## src/rtl/fft_pkg.sv

```systemverilog
// Shared FFT datapath definitions. The serial-to-parallel collector and the
// parallel-to-serial output stage use the same frame geometry and slot order.
package fft_pkg;

   localparam int DATA_W      = 16;
   localparam int NUM_SAMPLES = 32;

   typedef logic [DATA_W-1:0]       sample_t;
   typedef sample_t [NUM_SAMPLES-1:0] frame_t;

   // IDLE: no samples, FILL: partial frame, FULL: frame complete and held
   typedef enum logic [1:0] {
      IDLE = 2'd0,
      FILL = 2'd1,
      FULL = 2'd2
   } stp_state_t;

endpackage

```

## src/rtl/stp_slot_counter.sv

```systemverilog
// Write-index counter for the frame collector. Counts stored samples, can be
// flushed, and can reload to 1 when a new frame starts in the same cycle the
// previous one is acknowledged (the incoming sample lands in slot 0).
module stp_slot_counter #(
   parameter int NUM_SAMPLES = 32,
   parameter int CNT_W       = $clog2(NUM_SAMPLES) + 1
) (
   input  logic             clk,
   input  logic             n_rst,
   input  logic             clear,
   input  logic             count_enable,
   input  logic             reload_one,
   output logic [CNT_W-1:0] count,
   output logic             terminal
);

   localparam logic [CNT_W-1:0] LAST_IDX = CNT_W'(NUM_SAMPLES - 1);

   // Count register: clear beats reload, reload beats increment
   always_ff @(posedge clk or negedge n_rst) begin
      if (!n_rst) begin
         count <= '0;
      end else if (clear) begin
         count <= '0;
      end else if (reload_one) begin
         count <= CNT_W'(1);
      end else if (count_enable) begin
         count <= count + 1'b1;
      end
   end

   // Terminal: this enabled increment stores the last sample of the frame
   assign terminal = count_enable && (count == LAST_IDX);

endmodule

```

## src/rtl/stp_frame_collector.sv

```systemverilog
// Serial-to-parallel frame collector feeding the FFT core. Samples arrive one
// per in_strobe and are placed in arrival order (slot 0 first). A completed
// frame is held with frame_ready high until frame_ack; strobes arriving while
// the frame is held are dropped and flagged on the sticky overrun output.
//
// Handshake: in_strobe qualifies serial_in on a single cycle, with no
// backpressure. frame_ready stays high while the frame is held; frame_ack is
// honoured only while frame_ready is high and consumes the frame in that
// cycle. An ack coincident with a strobe starts the next frame with no bubble.
module stp_frame_collector #(
   parameter int DATA_W      = 16,
   parameter int NUM_SAMPLES = 32,
   parameter int CNT_W       = $clog2(NUM_SAMPLES) + 1
) (
   input  logic                          clk,
   input  logic                          n_rst,
   input  logic                          clear,
   input  logic                          in_strobe,
   input  logic [DATA_W-1:0]             serial_in,
   input  logic                          frame_ack,
   output logic [NUM_SAMPLES*DATA_W-1:0] parallel_out,
   output logic                          frame_ready,
   output logic [CNT_W-1:0]              sample_count,
   output logic                          overrun
);

   import fft_pkg::*;

   localparam int IDX_W = CNT_W - 1;

   stp_state_t                          state;
   stp_state_t                          state_next;
   logic [NUM_SAMPLES-1:0][DATA_W-1:0]  slots;

   logic             cnt_enable;
   logic             cnt_clear;
   logic             cnt_reload;
   logic             cnt_terminal;
   logic             wr_en;
   logic [IDX_W-1:0] wr_idx;
   logic             set_overrun;

   // Plain fill increments are never gated by the FSM decision below, so the
   // counter's terminal flag can feed next-state logic without a loop.
   assign cnt_enable = in_strobe && !clear && (state != FULL);

   stp_slot_counter #(
      .NUM_SAMPLES (NUM_SAMPLES),
      .CNT_W       (CNT_W)
   ) u_slot_counter (
      .clk          (clk),
      .n_rst        (n_rst),
      .clear        (cnt_clear),
      .count_enable (cnt_enable),
      .reload_one   (cnt_reload),
      .count        (sample_count),
      .terminal     (cnt_terminal)
   );

   // Next state, slot write control and counter control
   always_comb begin
      state_next  = state;
      cnt_clear   = clear;
      cnt_reload  = 1'b0;
      wr_en       = 1'b0;
      wr_idx      = sample_count[IDX_W-1:0];
      set_overrun = 1'b0;
      if (clear) begin
         state_next = IDLE;
      end else begin
         case (state)
            IDLE, FILL: begin
               if (in_strobe) begin
                  wr_en      = 1'b1;
                  state_next = cnt_terminal ? FULL : FILL;
               end
            end
            FULL: begin
               if (frame_ack) begin
                  if (in_strobe) begin
                     cnt_reload = 1'b1;
                     wr_en      = 1'b1;
                     wr_idx     = '0;
                     state_next = FILL;
                  end else begin
                     cnt_clear  = 1'b1;
                     state_next = IDLE;
                  end
               end else if (in_strobe) begin
                  set_overrun = 1'b1;
               end
            end
            default: begin
               state_next = IDLE;
            end
         endcase
      end
   end

   // State register
   always_ff @(posedge clk or negedge n_rst) begin
      if (!n_rst) begin
         state <= IDLE;
      end else begin
         state <= state_next;
      end
   end

   // frame_ready tracks entry into FULL as its own register
   always_ff @(posedge clk or negedge n_rst) begin
      if (!n_rst) begin
         frame_ready <= 1'b0;
      end else begin
         frame_ready <= (state_next == FULL);
      end
   end

   // Sticky overrun: set by a strobe into a held frame, cleared only by flush
   always_ff @(posedge clk or negedge n_rst) begin
      if (!n_rst) begin
         overrun <= 1'b0;
      end else if (clear) begin
         overrun <= 1'b0;
      end else if (set_overrun) begin
         overrun <= 1'b1;
      end
   end

   // Slot storage; contents persist after ack until overwritten
   always_ff @(posedge clk or negedge n_rst) begin
      if (!n_rst) begin
         slots <= '0;
      end else if (clear) begin
         slots <= '0;
      end else if (wr_en) begin
         slots[wr_idx] <= serial_in;
      end
   end

   assign parallel_out = slots;

endmodule

```

## config.mk

```make
export PLATFORM = sky130hd
export DESIGN_NAME = stp_frame_collector
export DESIGN_NICKNAME = d
export VERILOG_FILES = /design/src/rtl/fft_pkg.sv /design/src/rtl/stp_slot_counter.sv /design/src/rtl/stp_frame_collector.sv
export SDC_FILE = /design/constraint.sdc
export NUM_CORES = 1
export LEC_CHECK = 0
export BUFFER_PORTS_ARGS = -buffer_cell sky130_fd_sc_hd__buf_2
export CELL_PAD_IN_SITES_DETAIL_PLACEMENT = 0
export CELL_PAD_IN_SITES_GLOBAL_PLACEMENT = 1
export CORE_MARGIN = 2
export CORE_UTILIZATION = 25
export CTS_CLUSTER_SIZE = 24
export DETAILED_ROUTE_END_ITERATION = 16
export GPL_TIMING_DRIVEN = 0
export HOLD_SLACK_MARGIN = 0.03
export PLACE_DENSITY_LB_ADDON = 0.1
export SYNTH_ARGS = -nofsm -noshare
export SYNTH_HDL_FRONTEND = slang
export SYNTH_HIERARCHICAL = 1
export SYNTH_SLANG_ARGS = --single-unit
```

## constraint.sdc

```tcl
create_clock -name clk -period 4.3 [get_ports clk]
set_clock_uncertainty 0.2 [all_clocks]
set_input_delay 0.43 -clock clk [delete_from_list [all_inputs] [get_ports clk]]
set_output_delay 0.43 -clock clk [all_outputs]
set_load 0.1 [all_outputs]
```

# Yosys cells after proc, flatten, opt, wreduce, memory -nomap -nowiden
# Cells that the tools add are included.
[word_totals] elab_cells=87 out_inout_bits=520 reg_bits=522 input_bits=21
[classes] n_reduce_logical=10 n_addsub=1 n_eq_ne=5 muxes=33 order_cmp=2
[op_table] operator="$mux 512" n=2
[op_table] operator="$bwmux 512" n=1
[op_table] operator="$demux 16 s5" n=1
[op_table] operator="$mux 5" n=4
[op_table] operator="$mux 6" n=3
[op_table] operator="$mux 16" n=1
[op_table] operator="$mux 1" n=15
[op_table] operator="$mux 2" n=4
[op_table] operator="$add 6x1->6 const B" n=1
[op_table] operator="$eq 6x5->1 const B" n=1
[op_table] operator="$lt 5x6->1 const B" n=1
[op_table] operator="$ge 5x1->1 const B" n=1
[op_table] operator="$eq 2x2->1 const B" n=2
[op_table] operator="$logic_and 1x1->1" n=4
[op_table] operator="$pmux 2 s2" n=1
[op_table] operator="$reduce_bool 2->1" n=2
[op_table] operator="$reduce_bool 3->1" n=1
[op_table] operator="$eq 2x1->1 const B" n=1
[op_table] operator="$logic_not 2->1" n=1
[op_table] operator="$ne 2x2->1 const B" n=1
[op_table] operator="$pmux 1 s2" n=1
[op_table] operator="$reduce_or 2->1" n=1
[op_table] operator="$logic_not 1->1" n=1

# Logic depth before layout (Yosys ltp)
# Gate-level depths: netlist (run 1).
[logic_depth] depth_word=11 mapped_depth=9 mapped_depth_nobuf=7

# Cells and area by module
# The synthesis (run 1) kept the hierarchy.
[by_module_without_submodules] mod="stp_frame_collector" area_per_inst_um2=19595.0 cells_per_inst=1332 seq_area_each_um2=12912.4 n_inst=1
[by_module_without_submodules] mod="stp_slot_counter" area_per_inst_um2=287.8 cells_per_inst=27 seq_area_each_um2=150.1 n_inst=1

# Least setup slack after synthesis (run 1)
# OpenSTA, ideal clock, no wires.
[synth_path] path_type="flip-flop to flip-flop" startpoint="register u_slot_counter.count[0]" endpoint="register slots, in the netlist parallel_out[437]" path_buffers=1 setup_time_ps=123 arrival_ps=2348 required_ps=3977 path_stages_with_launch=5 path_slack_ps=1629 synth_period_minus_slack_ps=2671 path_cell_list="dfrtp_1 nand2_1 o31a_1 clkbuf_1 a22o_1"
[synth_via] elab_chain_len=11 word_cells_on_any_way=12 classes_between="order compare: 2; mux: 9; reduce/logical: 1"
[synth_lines] item="from (decl)" line_no="stp_slot_counter.sv:13" rtl="output logic [CNT_W-1:0] count,"
[synth_lines] item="from (signal assigned)" line_no="stp_slot_counter.sv:28" rtl="count <= count + 1'b1;"
[synth_lines] item="$mux 5" line_no="stp_frame_collector.sv:80" rtl="if (in_strobe) begin"
[synth_lines] item="$mux 5" line_no="stp_frame_collector.sv:79" rtl="if (frame_ack) begin"
[synth_lines] item="$mux 5" line_no="stp_frame_collector.sv:71" rtl="case (state)"
[synth_lines] item="$mux 5 *" line_no="stp_frame_collector.sv:68" rtl="if (clear) begin"
[synth_lines] item="$lt 5x6->1 (not written as such) or $ge 5x1->1 (tied branches)" line_no="stp_frame_collector.sv:136" rtl="slots[wr_idx] <= serial_in;"
[synth_lines] item="$logic_and 1x1->1 (not written as such)" line_no="stp_frame_collector.sv:136"
[synth_lines] item="$mux 16 (not written as such)" line_no="stp_frame_collector.sv:136"
[synth_lines] item="$demux 16 s5 *" line_no="stp_frame_collector.sv:136"
[synth_lines] item="$bwmux 512 *" line_no="stp_frame_collector.sv:136"
[synth_lines] item="$mux 512 *" line_no="stp_frame_collector.sv:135" rtl="end else if (wr_en) begin"
[synth_lines] item="$mux 512 *" line_no="stp_frame_collector.sv:133" rtl="end else if (clear) begin"
[synth_lines] item="to (signal, indexed assignment)" line_no="stp_frame_collector.sv:136"
[synth_lines] item="to (decl)" line_no="stp_frame_collector.sv:33" rtl="logic [NUM_SAMPLES-1:0][DATA_W-1:0] slots;"
# Every way passes the cells marked *; elsewhere a longest branch is shown, timed or not. The select of a mux whose other input is x is not followed.
# A chain may end at the register's enable or synchronous reset.

# Worst setup path after layout (run 1)
[layout_path] startpoint="register u_slot_counter.count[0]" endpoint="register slots, in the netlist parallel_out[280]"
# The elaborated chain is that of the path after synthesis.

==> impl_results.md, run 1 <==
* Placed Area at 24190 sq um
* Initial core utilization at 25.21%
* Slew Viols, Final at 0
* GR Overflow Total at 0
* CP Class: register to register
* Element type at the critical path end: register
* Highest-delay cell along the critical path: a31oi_1
* RSZ-0062 raised after global routing: false
* Row Count at 103
* Num CTS Buffers at 61
* Cell count after synthesis at 1359
* Outcome: complete, no violations
* Floorplan core area at 78870 sq um
* Sw power at 2.869 mW
* Syn_nets at 1381
* CP max FO at 12
* CTS tree: built
* Average size of a mapped cell at 14.63 sq um
* Multi-input logic area at 6102 sq um
* Via Count at 15402
* Port bufs at 540
* Tcrit/Tclk final at 71.79%
* Internal power at 8.358 mW
* Worst slew margin at 6.174%
* Vias/cell at 4.994
* CTS Hold Bufs at 3
* Maximum clock rate at 0.3240 GHz
* FF+latch area at 13060 sq um
* Layout area overhead at 32.51%
* Leakage power at 13.61 nW
* Setup TNS at 0 ns
* Comb power frac at 7.0%
* Worst Tran Pin Value at 1.402 ns
* Clk_lat worst skew at 0.64 ns
* Final hold viol count at 0
* Post-Syn Area at 19880 sq um
* Seq pwr share at 44.1%
* Pin count of the biggest net entering global routing at 115
* Critical Path, Cell by Cell: nor2b_1 -> buf_2 -> a31oi_1 -> clkbuf_1 -> a22o_1
* Post-cts resize count at 0
* Synth top area share at 65.70%
* Fillers at 7949
* VDD IR-drop max at 0.2856 mV
* Global Route Usage Sum at 20.40%
* Vias in the first global route at 16143
* Post-CTS setup repair buffer count at 0
* Register area share after synthesis at 65.70%
* Worst Hold Class: primary input to register
* Total wire length at 85470 um
* Global-route wire length before repair at 122600 um
* YS warnings at 6
* Top cells by area, synth: dfrtp_1 (66%), a22o_1 (12%), a32o_1 (7.4%)
* Tmin final at 3.087 ns
* Synth cell types at 47
* Die Area at 81800 sq um
* Post-detail-place hpwl at 61830 um
* Antenna violations before repair at 8
* DRT antenna net count at 0
* First-pass DRT Iterations at 5
* Startpoint types: register
* I/O pins at 541
* Power Dens Cells at 426.1 nW/um^2
* Slowest stage delay, CP at 0.98 ns
* Routed WL per cell at 27.72 um
* Power consumption at 11.23 mW
* Clock Path Buffers at 3
* Clock power share at 48.9%
* Post-synth top flop: dfrtp_1
* Number of synthesized flops with an enable pin at 0
* Final hold slack at 0.05992 ns
* Die Y at 286.0 um
* # DRC at 0
* Net Sw Frac at 25.56%
* CTS root buf: clkbuf_16
* # H-tree levels at 2
* Global placement routability congestion at 0.7801
* Async SR Flop Fraction at 100.0%
* Total of max-cap violations at 0
* Leading area contributor after synthesis: dfrtp_1
* Reg clk slew, reported paths at 0.07 ns
* Setup violators final at 0
* WP data arrival at 3.43 ns
* Nets@finish at 2001
* Die Width at 286.0 um
* Synth Register Bits at 522
* TritonCTS sink count at 522
* CP required at 4.64 ns
* Share of cells above drive strength 1 at 39.23%
* Final Cell Area at 26350 sq um
* DRT iter0 DRCs at 904
## worst paths after layout
kind                                                      from  slack [ns]  cells past startpoint                            end
hold reg to reg                  parallel_out[106]$_DFFE_PN0P_        0.28                      1  parallel_out[106]$_DFFE_PN0P_
hold / removal                                   serial_in[15]        0.06                      3  parallel_out[255]$_DFFE_PN0P_
setup reg to reg           u_slot_counter/count[0]$_DFFE_PN0P_        1.21                      5  parallel_out[280]$_DFFE_PN0P_
min in group asynchronous                                n_rst        0.21                      2  parallel_out[442]$_DFFE_PN0P_
max in group asynchronous                                n_rst        1.59                      5   parallel_out[30]$_DFFE_PN0P_
setup / recovery           u_slot_counter/count[0]$_DFFE_PN0P_        1.21                      5  parallel_out[280]$_DFFE_PN0P_
## cells in the final DEF (no fill, tap or decap), types with 5 or more instances in the layout
cell type,instances
nor2_1,19
a32o_1,146
clkbuf_8,10
nand2b_1,6
o2bb2ai_1,94
o211ai_1,6
a211oi_2,11
clkbuf_16,62
buf_2,610
diode_2,5
a22o_1,272
a31oi_1,29
dfrtp_1,522
bufinv_16,8
buf_4,15
a211oi_4,21
buf_8,9
clkbuf_1,50
buf_1,6
clkinv_2,12
nand2_1,18
inv_1,19
buf_6,5
nor2b_1,7
nor2_2,10
## power by group through the flow
stage | registers, mW | clock network [mW] | logic (mW)
2_1_floorplan | 5.21 | 0 | 0.248
3_3_place_gp | 5.05 | 0 | 0.766
3_5_place_dp | 5.04 | 0 | 0.803
4_1_cts | 4.95 | 5.64 | 0.806
5_1_grt | 4.95 | 5.83 | 0.843
6_report | 4.95 | 5.49 | 0.784
## sequential cells by signal, summed over array words and instances, names as in the netlist
name	count
u_slot_counter/count	6
state	2
parallel_out	512
frame_ready	1
overrun	1
## metal layers
layer	part of all wire [%]	vias to the layer above	wire, um	global-route usage, %
met2	49	487	42290	34.78
met5	0.032	-	27	0
met3	6.9	103	5903	5.574
met4	2.2	4	1879	5.209
met1	41	8137	35370	25.46
li1	-	6671	-	-
## synth_stat cells (3+ instances only)
library cell and instances:
dfrtp_1 522, a22o_1 272, a32o_1 146, o2bb2ai_1 94, buf_2 71, clkbuf_1 38, a31oi_1 29, nor2_1 29
a211oi_4 21, inv_1 19, nand2_1 18, buf_4 15, a211oi_2 11, nor2b_1 7, buf_1 6, nand2b_1 6
o211ai_1 6, xor2_1 4, a21oi_1 3, buf_6 3, o21ai_0 3, o31a_1 3
## worst max-delay path: cells and delay by family (launching register included)
kind                   cells  cell delay [ns]
AOI/OAI and AO/OA          2             1.19
and+or+nand+nor            1             0.28
buffers and inverters      2             0.77
DFF                        1             0.53
## logic make-up (layout without fill, tap and decap cells)
logic type	Yosys count	after routing	synth area share [%]
DFF	522	522	65.70
other	0	5	0
adders and majority gates	1	1	0.06292
buffers and inverters	153	823	3.738
muxes	1	1	0.05034
AOI/OAI and AO/OA	593	593	27.90
and+or+nand+nor	85	85	2.379
xor gates and xnor gates	4	4	0.1762
## stage by stage
| step | setup WS (ns) | utilization [%] | std cells |
|---|---|---|---|
| after floorplan | 1.629 | - | 1359 |
| after global placement | -8.650 | 30.30 | 2949 |
| after detailed placement | 1.161 | 30.67 | 2963 |
| after CTS | 1.189 | 33.39 | 3079 |
| after global routing | 1.007 | 33.40 | 3083 |
| final | 1.213 | 33.40 | 3084 |
## layout make-up
cell class / count / area share (%)
diodes: 5 / 0.04749
plain buffers: 134 / 2.550
clock buffers: 84 / 6.582
clock inverters: 29 / 1.453
inverters: 19 / 0.2707
multi-input cells: 684 / 23.16
flip-flops and latches: 522 / 49.58
well taps: 1050 / 4.986
repair buffers: 557 / 11.37
Note: power is estimated with default switching activity, not from simulation.
==> run 2: changes to the inputs <==
==> constraint.sdc (replaced) <==
create_clock -name clk -period 2.65 [get_ports clk]
set_clock_uncertainty 0.2 [all_clocks]
set_input_delay 0.265 -clock clk [delete_from_list [all_inputs] [get_ports clk]]
set_output_delay 0.265 -clock clk [all_outputs]
set_load 0.1 [all_outputs]
==> impl_results.md, run 2 (synthesized netlist as in run 1, its figures left out) <==
* Global Route Usage Sum at 20.50% (was 20.40%)
* RR Startpoint: state[0]$_DFF_PN0_ (was u_slot_counter/count[0]$_DFFE_PN0P_)
* FF+latch area at 13070 sq um (was 13060 sq um)
* Setup TNS at 0 ns (unchanged)
* Worst Tran Pin Value at 1.333 ns (was 1.402 ns)
* Reg clk slew, reported paths at 0.06 ns (was 0.07 ns)
* Share of cells above drive strength 1 at 40.78% (was 39.23%)
* CTS root buf: clkbuf_16 (unchanged)
* Die Y at 286.0 um (unchanged)
* Floorplan core area at 78870 sq um (unchanged)
* # H-tree levels at 3 (was 2)
* Most common cell after layout, fill and taps aside: buf_2 (unchanged)
* HP Start: serial_in[5] (was serial_in[15])
* Via Count at 15592 (was 15402)
* Hold path endpoint: parallel_out[117]$_DFFE_PN0P_ (was parallel_out[255]$_DFFE_PN0P_)
* DRT antenna net count at 0 (unchanged)
* Worst R2R End: parallel_out[314]$_DFFE_PN0P_ (was parallel_out[280]$_DFFE_PN0P_)
* Max FFs per register at 512 (unchanged)
* Num CTS Buffers at 66 (was 61)
* Tmin final at 2.548 ns (was 3.087 ns)
* FF-to-FF path depth at 6 (was 5)
* Power Dens Cells at 684.4 nW/um^2 (was 426.1 nW/um^2)
* Fillers at 7991 (was 7949)
* Outcome: complete, no violations (unchanged)
* R2R Setup Slk at 0.10 ns (was 1.21 ns)
* Vias in the first global route at 16179 (was 16143)
* CP required at 2.98 ns (was 4.64 ns)
* Clock Path Buffers at 3 (unchanged)
* # DRC at 0 (unchanged)
* I/O pins at 541 (unchanged)
* Row Count at 103 (unchanged)
* Cell mode on critical path: buf_2
* CTS tree: built (unchanged)
* Layout area overhead at 34.89% (was 32.51%)
* CP max FO at 10 (was 12)
* CP Class: register to register (unchanged)
* Power consumption at 18.36 mW (was 11.23 mW)
* Fin worst setup slack at 0.1024 ns (was 1.213 ns)
* TritonCTS sink count at 522 (unchanged)
* Tcrit/Tclk final at 96.14% (was 71.79%)
* Post-detail-place hpwl at 61400 um (was 61830 um)
* WP data arrival at 2.88 ns (was 3.43 ns)
* Routed WL per cell at 27.62 um (was 27.72 um)
* Global placement routability congestion at 0.7731 (was 0.7801)
* Final hold slack at 0.04570 ns (was 0.05992 ns)
* Hold depth at 3 (unchanged)
* Highest-delay cell along the critical path: a211oi_4 (was a31oi_1)
* Leakage power at 13.76 nW (was 13.61 nW)
* Startpoint types: register (unchanged)
* Die Area at 81800 sq um (unchanged)
* Element type at the critical path end: register (unchanged)
* Clk_lat worst skew at 0.60 ns (was 0.64 ns)
* Initial core utilization at 25.21% (unchanged)
* VDD IR-drop max at 0.3817 mV (was 0.2856 mV)
* Setup violators final at 0 (unchanged)
* Slowest stage delay, CP at 0.63 ns (was 0.98 ns)
* First-pass DRT Iterations at 5 (unchanged)
* Final hold viol count at 0 (unchanged)
* Antenna violations before repair at 6 (was 8)
* Total wire length at 85750 um (was 85470 um)
* Worst Hold Class: primary input to register (unchanged)
* Slew Viols, Final at 0 (unchanged)
* Nets@finish at 2024 (was 2001)
* Final std cells w/o fill at 3105 (was 3084)
* Global-route wire length before repair at 122700 um (was 122600 um)
* Vias/cell at 5.022 (was 4.994)
* Pin count of the biggest net entering global routing at 116 (was 115)
* Critical Path, Cell by Cell: nand2b_1 -> buf_2 -> buf_6 -> a211oi_4 -> buf_2 -> a22o_1 (was nor2b_1 -> buf_2 -> a31oi_1 -> clkbuf_1 -> a22o_1)
* GR Overflow Total at 0 (unchanged)
* Pre-CTS WS at -0.4486 ns (was 1.161 ns)
* Multi-input logic area at 6292 sq um (was 6102 sq um)
* Worst slew margin at 10.79% (was 6.174%)
* Die Width at 286.0 um (unchanged)
* Maximum clock rate at 0.3925 GHz (was 0.3240 GHz)
* Placed Cells incl. Taps at 2961 (was 2963)
* Total of max-cap violations at 0 (unchanged)
* DRT iter0 DRCs at 775 (was 904)
* Most frequent cells in the layout: buf_2 (609), dfrtp_1 (520), a22o_1 (272) (was buf_2 (610), dfrtp_1 (522), a22o_1 (272))
* Port bufs at 540 (unchanged)
==> run 2: cell count changes in the layout (fill, tap and decap cells not counted), moves of 3 or more <==
cell / before / now
a31oi_1: 29 / 16
a31oi_2: 0 / 12
dlygate4sd3_1: 3 / 12
buf_4: 15 / 23
clkbuf_16: 62 / 67
bufinv_16: 8 / 4
clkbuf_2: 1 / 5
a211oi_2: 11 / 8
a211oi_4: 21 / 24
buf_16: 4 / 7
==> run 2: worst max-delay path by stage <==
stage / startpoint / endpoint / slack [ns] / cells past startpoint
after floorplan: u_slot_counter/count[2]$_DFFE_PN0P_ / parallel_out[101]$_DFFE_PN0P_ / 0.02 / 5
after global placement: n_rst / u_slot_counter/count[0]$_DFFE_PN0P_ / -11.03 / 1
after detailed placement: state[1]$_DFF_PN0_ / parallel_out[350]$_DFFE_PN0P_ / -0.45 / 5
after CTS: u_slot_counter/count[2]$_DFFE_PN0P_ / parallel_out[223]$_DFFE_PN0P_ / 0.009 / 6
after global routing: u_slot_counter/count[3]$_DFFE_PN0P_ / parallel_out[184]$_DFFE_PN0P_ / -0.002 / 5
final: state[0]$_DFF_PN0_ / parallel_out[314]$_DFFE_PN0P_ / 0.10 / 6
==> run 2: power by group <==
part | leakage, nW | switching (mW) | internal [mW] | total, mW
logic | 5.43 | 1.09 | 0.238 | 1.32
clock network | 1.06 | 3.64 | 5.35 | 8.99
registers | 7.28 | 0.0292 | 8.01 | 8.04
total | 13.8 | 4.76 | 13.6 | 18.4
==> run 2: metal layers <==
| layer | vias up | GRT usage (%) | share of wire (%) |
|---|---|---|---|
| met5 | - | 0 | 0.013 |
| met4 | 2 | 5.772 | 2.3 |
| met3 | 104 | 5.789 | 6.9 |
| met2 | 492 | 34.39 | 49 |
| met1 | 8266 | 25.73 | 41 |
| li1 | 6728 | - | - |
==> run 2: layout make-up <==
cell class / instances / area share [%]
antenna: 5 / 0.04665
buffer: 134 / 2.533
clock buffer: 93 / 6.984
clock inverter: 23 / 1.045
inverter: 19 / 0.2659
multi-input combinational: 684 / 23.46
sequential: 522 / 48.71
tap: 1050 / 4.898
timing repair buffer: 575 / 12.05
==> run 2: worst max-delay path: cells and delay by family, from the launching register on <==
family	cells	cell delay, ns
AO/OA/AOI/OAI	2	0.83
buffers and inverters	3	0.83
flip-flops	1	0.44
AND/OR/NAND/NOR	1	0.16
==> run 2: stage by stage <==
step / utilization, % / instance area (sq um)
6_report: 34.01 / 26820
4_1_cts: 33.76 / 26630
5_1_grt: 34.00 / 26820
2_1_floorplan: - / 19880
3_5_place_dp: 30.67 / 24190
3_3_place_gp: 30.30 / 23900
==> run 2: timing repair <==
action,in CTS,in global routing
hold buffers,13,0
setup endpoints to repair,122,331
gates cloned,0,1
resized for setup,17,24
pin swaps,2,3
buffers inserted,5,4
endpoints found under the hold margin,176,0
==> run 3: changes to the inputs <==
--- a/config.mk
+++ b/config.mk
@@ -17,5 +17,4 @@
 export PLACE_DENSITY_LB_ADDON = 0.1
 export SYNTH_ARGS = -nofsm -noshare
 export SYNTH_HDL_FRONTEND = slang
-export SYNTH_HIERARCHICAL = 1
 export SYNTH_SLANG_ARGS = --single-unit
==> impl_results.md, run 3 <==
* Cell count after synthesis at 1472 (was 1359)
* Routed WL per cell at 25.96 um (was 27.62 um)
* Fillers at 8093 (was 7991)
* Synth Register Bits at 522 (unchanged)
* Post-Syn Area at 20240 sq um (was 19880 sq um)
* Top post-synthesis cells by count: dfrtp_1 (522), a22o_1 (192), o2bb2ai_1 (192), nand2_1 (96), o21ai_0 (76) (was dfrtp_1 (522), a22o_1 (272), a32o_1 (146), o2bb2ai_1 (94), buf_2 (71))
* YS warnings at 0 (was 6)
* Post-synth top flop: dfrtp_1 (unchanged)
* First-pass DRT Iterations at 4 (was 5)
* Average size of a mapped cell at 13.75 sq um (was 14.63 sq um)
* Power Dens Cells at 684.0 nW/um^2 (was 684.4 nW/um^2)
* Most frequent cells in the layout: buf_2 (588), dfrtp_1 (522), a22o_1 (192), o2bb2ai_1 (192), nand2_1 (96) (was buf_2 (609), dfrtp_1 (520), a22o_1 (272))
* Leading area contributor after synthesis: dfrtp_1 (unchanged)
* Tcrit/Tclk final at 97.86% (was 96.14%)
* GR Overflow Total at 0 (unchanged)
* DRT iter0 DRCs at 756 (was 775)
* Total wire length at 83250 um (was 85750 um)
* Multi-input logic area at 6341 sq um (was 6292 sq um)
* Highest-delay cell along the critical path: nor2_1 (was a211oi_4)
* RSZ-0062 raised after global routing: false
* CTS root buf: clkbuf_16 (unchanged)
* Fin worst setup slack at 0.05662 ns (was 0.1024 ns)
* Final hold viol count at 0 (unchanged)
* CP Class: register to register (unchanged)
* Element type at the critical path end: register (unchanged)
* Post-detail-place hpwl at 61310 um (was 61400 um)
* Reg clk slew, reported paths at 0.06 ns (about the same)
* Slowest stage delay, CP at 0.95 ns (was 0.63 ns)
* FF+latch area at 13060 sq um (was 13070 sq um)
* Die Area at 83260 sq um (was 81800 sq um)
* TritonCTS sink count at 522 (unchanged)
* Pre-CTS WS at -0.2690 ns (was -0.4486 ns)
* Slew Viols, Final at 0 (unchanged)
* Via Count at 15040 (was 15592)
* WP data arrival at 2.96 ns (was 2.88 ns)
* Row Count at 104 (was 103)
* CP required at 3.01 ns (was 2.98 ns)
* CP max FO at 10 (unchanged)
* Vias/cell at 4.690 (was 5.022)
* Number of synthesized flops with an enable pin at 0 (unchanged)
* Share of cells above drive strength 1 at 38.40% (was 40.78%)
* Synth cell types at 61 (was 47)
* Die Width at 288.6 um (was 286.0 um)
* Outcome: complete, no violations (unchanged)
* # H-tree levels at 2 (was 3)
* Antenna violations before repair at 2 (was 6)
* Async SR Flop Fraction at 100.0% (unchanged)
* Die Y at 288.6 um (was 286.0 um)
* Nets@finish at 2119 (was 2024)
* Clock Path Buffers at 3 (unchanged)
* Setup violators final at 0 (unchanged)
* Syn_nets at 1494 (was 1381)
* CTS tree: built (unchanged)
* # DRC at 0 (unchanged)
* Critical Path, Cell by Cell: and2b_1 -> o21ai_2 -> buf_6 -> buf_2 -> nor2_1 -> a22o_1 (was nand2b_1 -> buf_2 -> buf_6 -> a211oi_4 -> buf_2 -> a22o_1)
* Global-route wire length before repair at 118500 um (was 122700 um)
* Initial core utilization at 25.21% (about the same)
* Port bufs at 539 (was 540)
* Tmin final at 2.593 ns (was 2.548 ns)
* Num CTS Buffers at 61 (was 66)
* Top cells by area, synth: dfrtp_1 (65%), a22o_1 (8.3%), o2bb2ai_1 (8.3%) (was dfrtp_1 (66%), a22o_1 (12%), a32o_1 (7.4%))
* Worst Tran Pin Value at 1.231 ns (was 1.333 ns)
* Startpoint types: register (unchanged)
* Global placement routability congestion at 0.7809 (was 0.7731)
* Floorplan core area at 80290 sq um (was 78870 sq um)
* Leakage power at 13.84 nW (was 13.76 nW)
* Register area share after synthesis at 64.53% (was 65.70%)
* Count leader, synth: dfrtp_1 (unchanged)
* Worst slew margin at 17.61% (was 10.79%)
* DRT antenna net count at 0 (unchanged)
* Worst Hold Class: primary input to asynchronous set/reset pin (was primary input to register)
* Pin count of the biggest net entering global routing at 114 (was 116)
* Synth top area share at 64.53% (was 65.70%)
* Vias in the first global route at 15633 (was 16179)
* VDD IR-drop max at 0.3981 mV (was 0.3817 mV)
* Total of max-cap violations at 0 (unchanged)
* Global Route Usage Sum at 19.52% (was 20.50%)
* Maximum clock rate at 0.3856 GHz (was 0.3925 GHz)
* Layout area overhead at 31.93% (was 34.89%)
* Final hold slack at 0.1008 ns (was 0.04570 ns)
* Max FFs per register at 512 (unchanged)
* Most common cell after layout, fill and taps aside: buf_2 (unchanged)
* Clk_lat worst skew at 0.62 ns (was 0.60 ns)
* I/O pins at 541 (unchanged)
-- run 3: cell types whose count changed after synthesis, moves of 26 or more --
cell / previous run / this run
nand2_1: 18 / 96
o21ai_0: 3 / 76
nor2_1: 29 / 57
mux2i_1: 1 / 48
o2bb2ai_1: 94 / 192
a22o_1: 272 / 192
buf_6: 3 / 29
a32o_1: 146 / 0
nand2b_1: 6 / 37
a31oi_1: 29 / 1
-- run 3: through the flow --
stage	area, sq um	util, %	cells	TNS [ns]	power (mW)
global placement	24270	30.23	3071	-5282.51	9.517
detailed placement	24390	30.38	3075	-3.054	9.545
CTS	26700	33.26	3207	0	18.58
floorplan	20240	-	1472	0	8.950
finish	26710	33.26	3207	0	18.27
global route	26710	33.26	3207	0	18.99
-- run 3: per-layer routing --
metal | wire length (um) | GRT usage, % | vias to the layer above
li1 | - | - | 6737
met1 | 35550 | 25.35 | 7799
met2 | 40100 | 32.36 | 411
met3 | 5518 | 5.016 | 91
met4 | 2064 | 5.013 | 2
met5 | 13 | 0 | -
-- run 3: power breakdown --
group          switching, mW  internal [mW]
Clock                   3.52           5.36
Sequential            0.0310           8.02
Combinational           1.09          0.242
Total                   4.64           13.6
-- run 3: final timing paths --
| path | from | end | slack, ns | cells past startpoint |
|---|---|---|---|---|
| setup / recovery | state[0]$_DFF_PN0_ | parallel_out[397]$_DFFE_PN0P_ | 0.06 | 6 |
| hold / removal | n_rst | parallel_out[295]$_DFFE_PN0P_ | 0.10 | 2 |
| setup reg to reg | state[0]$_DFF_PN0_ | parallel_out[397]$_DFFE_PN0P_ | 0.06 | 6 |
| hold reg to reg | parallel_out[199]$_DFFE_PN0P_ | parallel_out[199]$_DFFE_PN0P_ | 0.27 | 2 |
| max in group asynchronous | n_rst | parallel_out[60]$_DFFE_PN0P_ | 0.52 | 4 |
| min in group clk | clear | parallel_out[57]$_DFFE_PN0P_ | 0.13 | 4 |
-- run 3: kinds of logic after synthesis --
logic type | synth area share, %
buf+inv | 4.172
xor+xnor | 0.1298
simple gates | 7.281
fa+ha+maj | 0.06180
compound gates | 21.45
flops | 64.53
mux | 2.373
-- run 3: cell type report --
cell class / count / area share [%]
flip-flops and latches: 522 / 48.91
multi-input cells: 826 / 23.74
repair buffers: 564 / 11.34
clock buffers: 94 / 6.779
well taps: 1060 / 4.966
plain buffers: 120 / 3.106
clock inverters: 18 / 1.120
inverters: 2 / 0.02811
diodes: 1 / 0.009370
-- run 3: what timing repair did --
action,in CTS,in global routing
endpoints found under the setup margin,10,11
gates resized for setup,0,1
hold endpoints to repair,223,0
setup buffers,0,0
hold buffers,21,0
pin swaps,0,0
-- run 3: worst max-delay path: cells and delay by family, from the launching register on --
kind                   cells  cell delay [ns]
AND/OR/NAND/NOR            2             1.19
flip-flops                 1             0.42
buffers and inverters      2             0.34
AO/OA/AOI/OAI              2             0.39
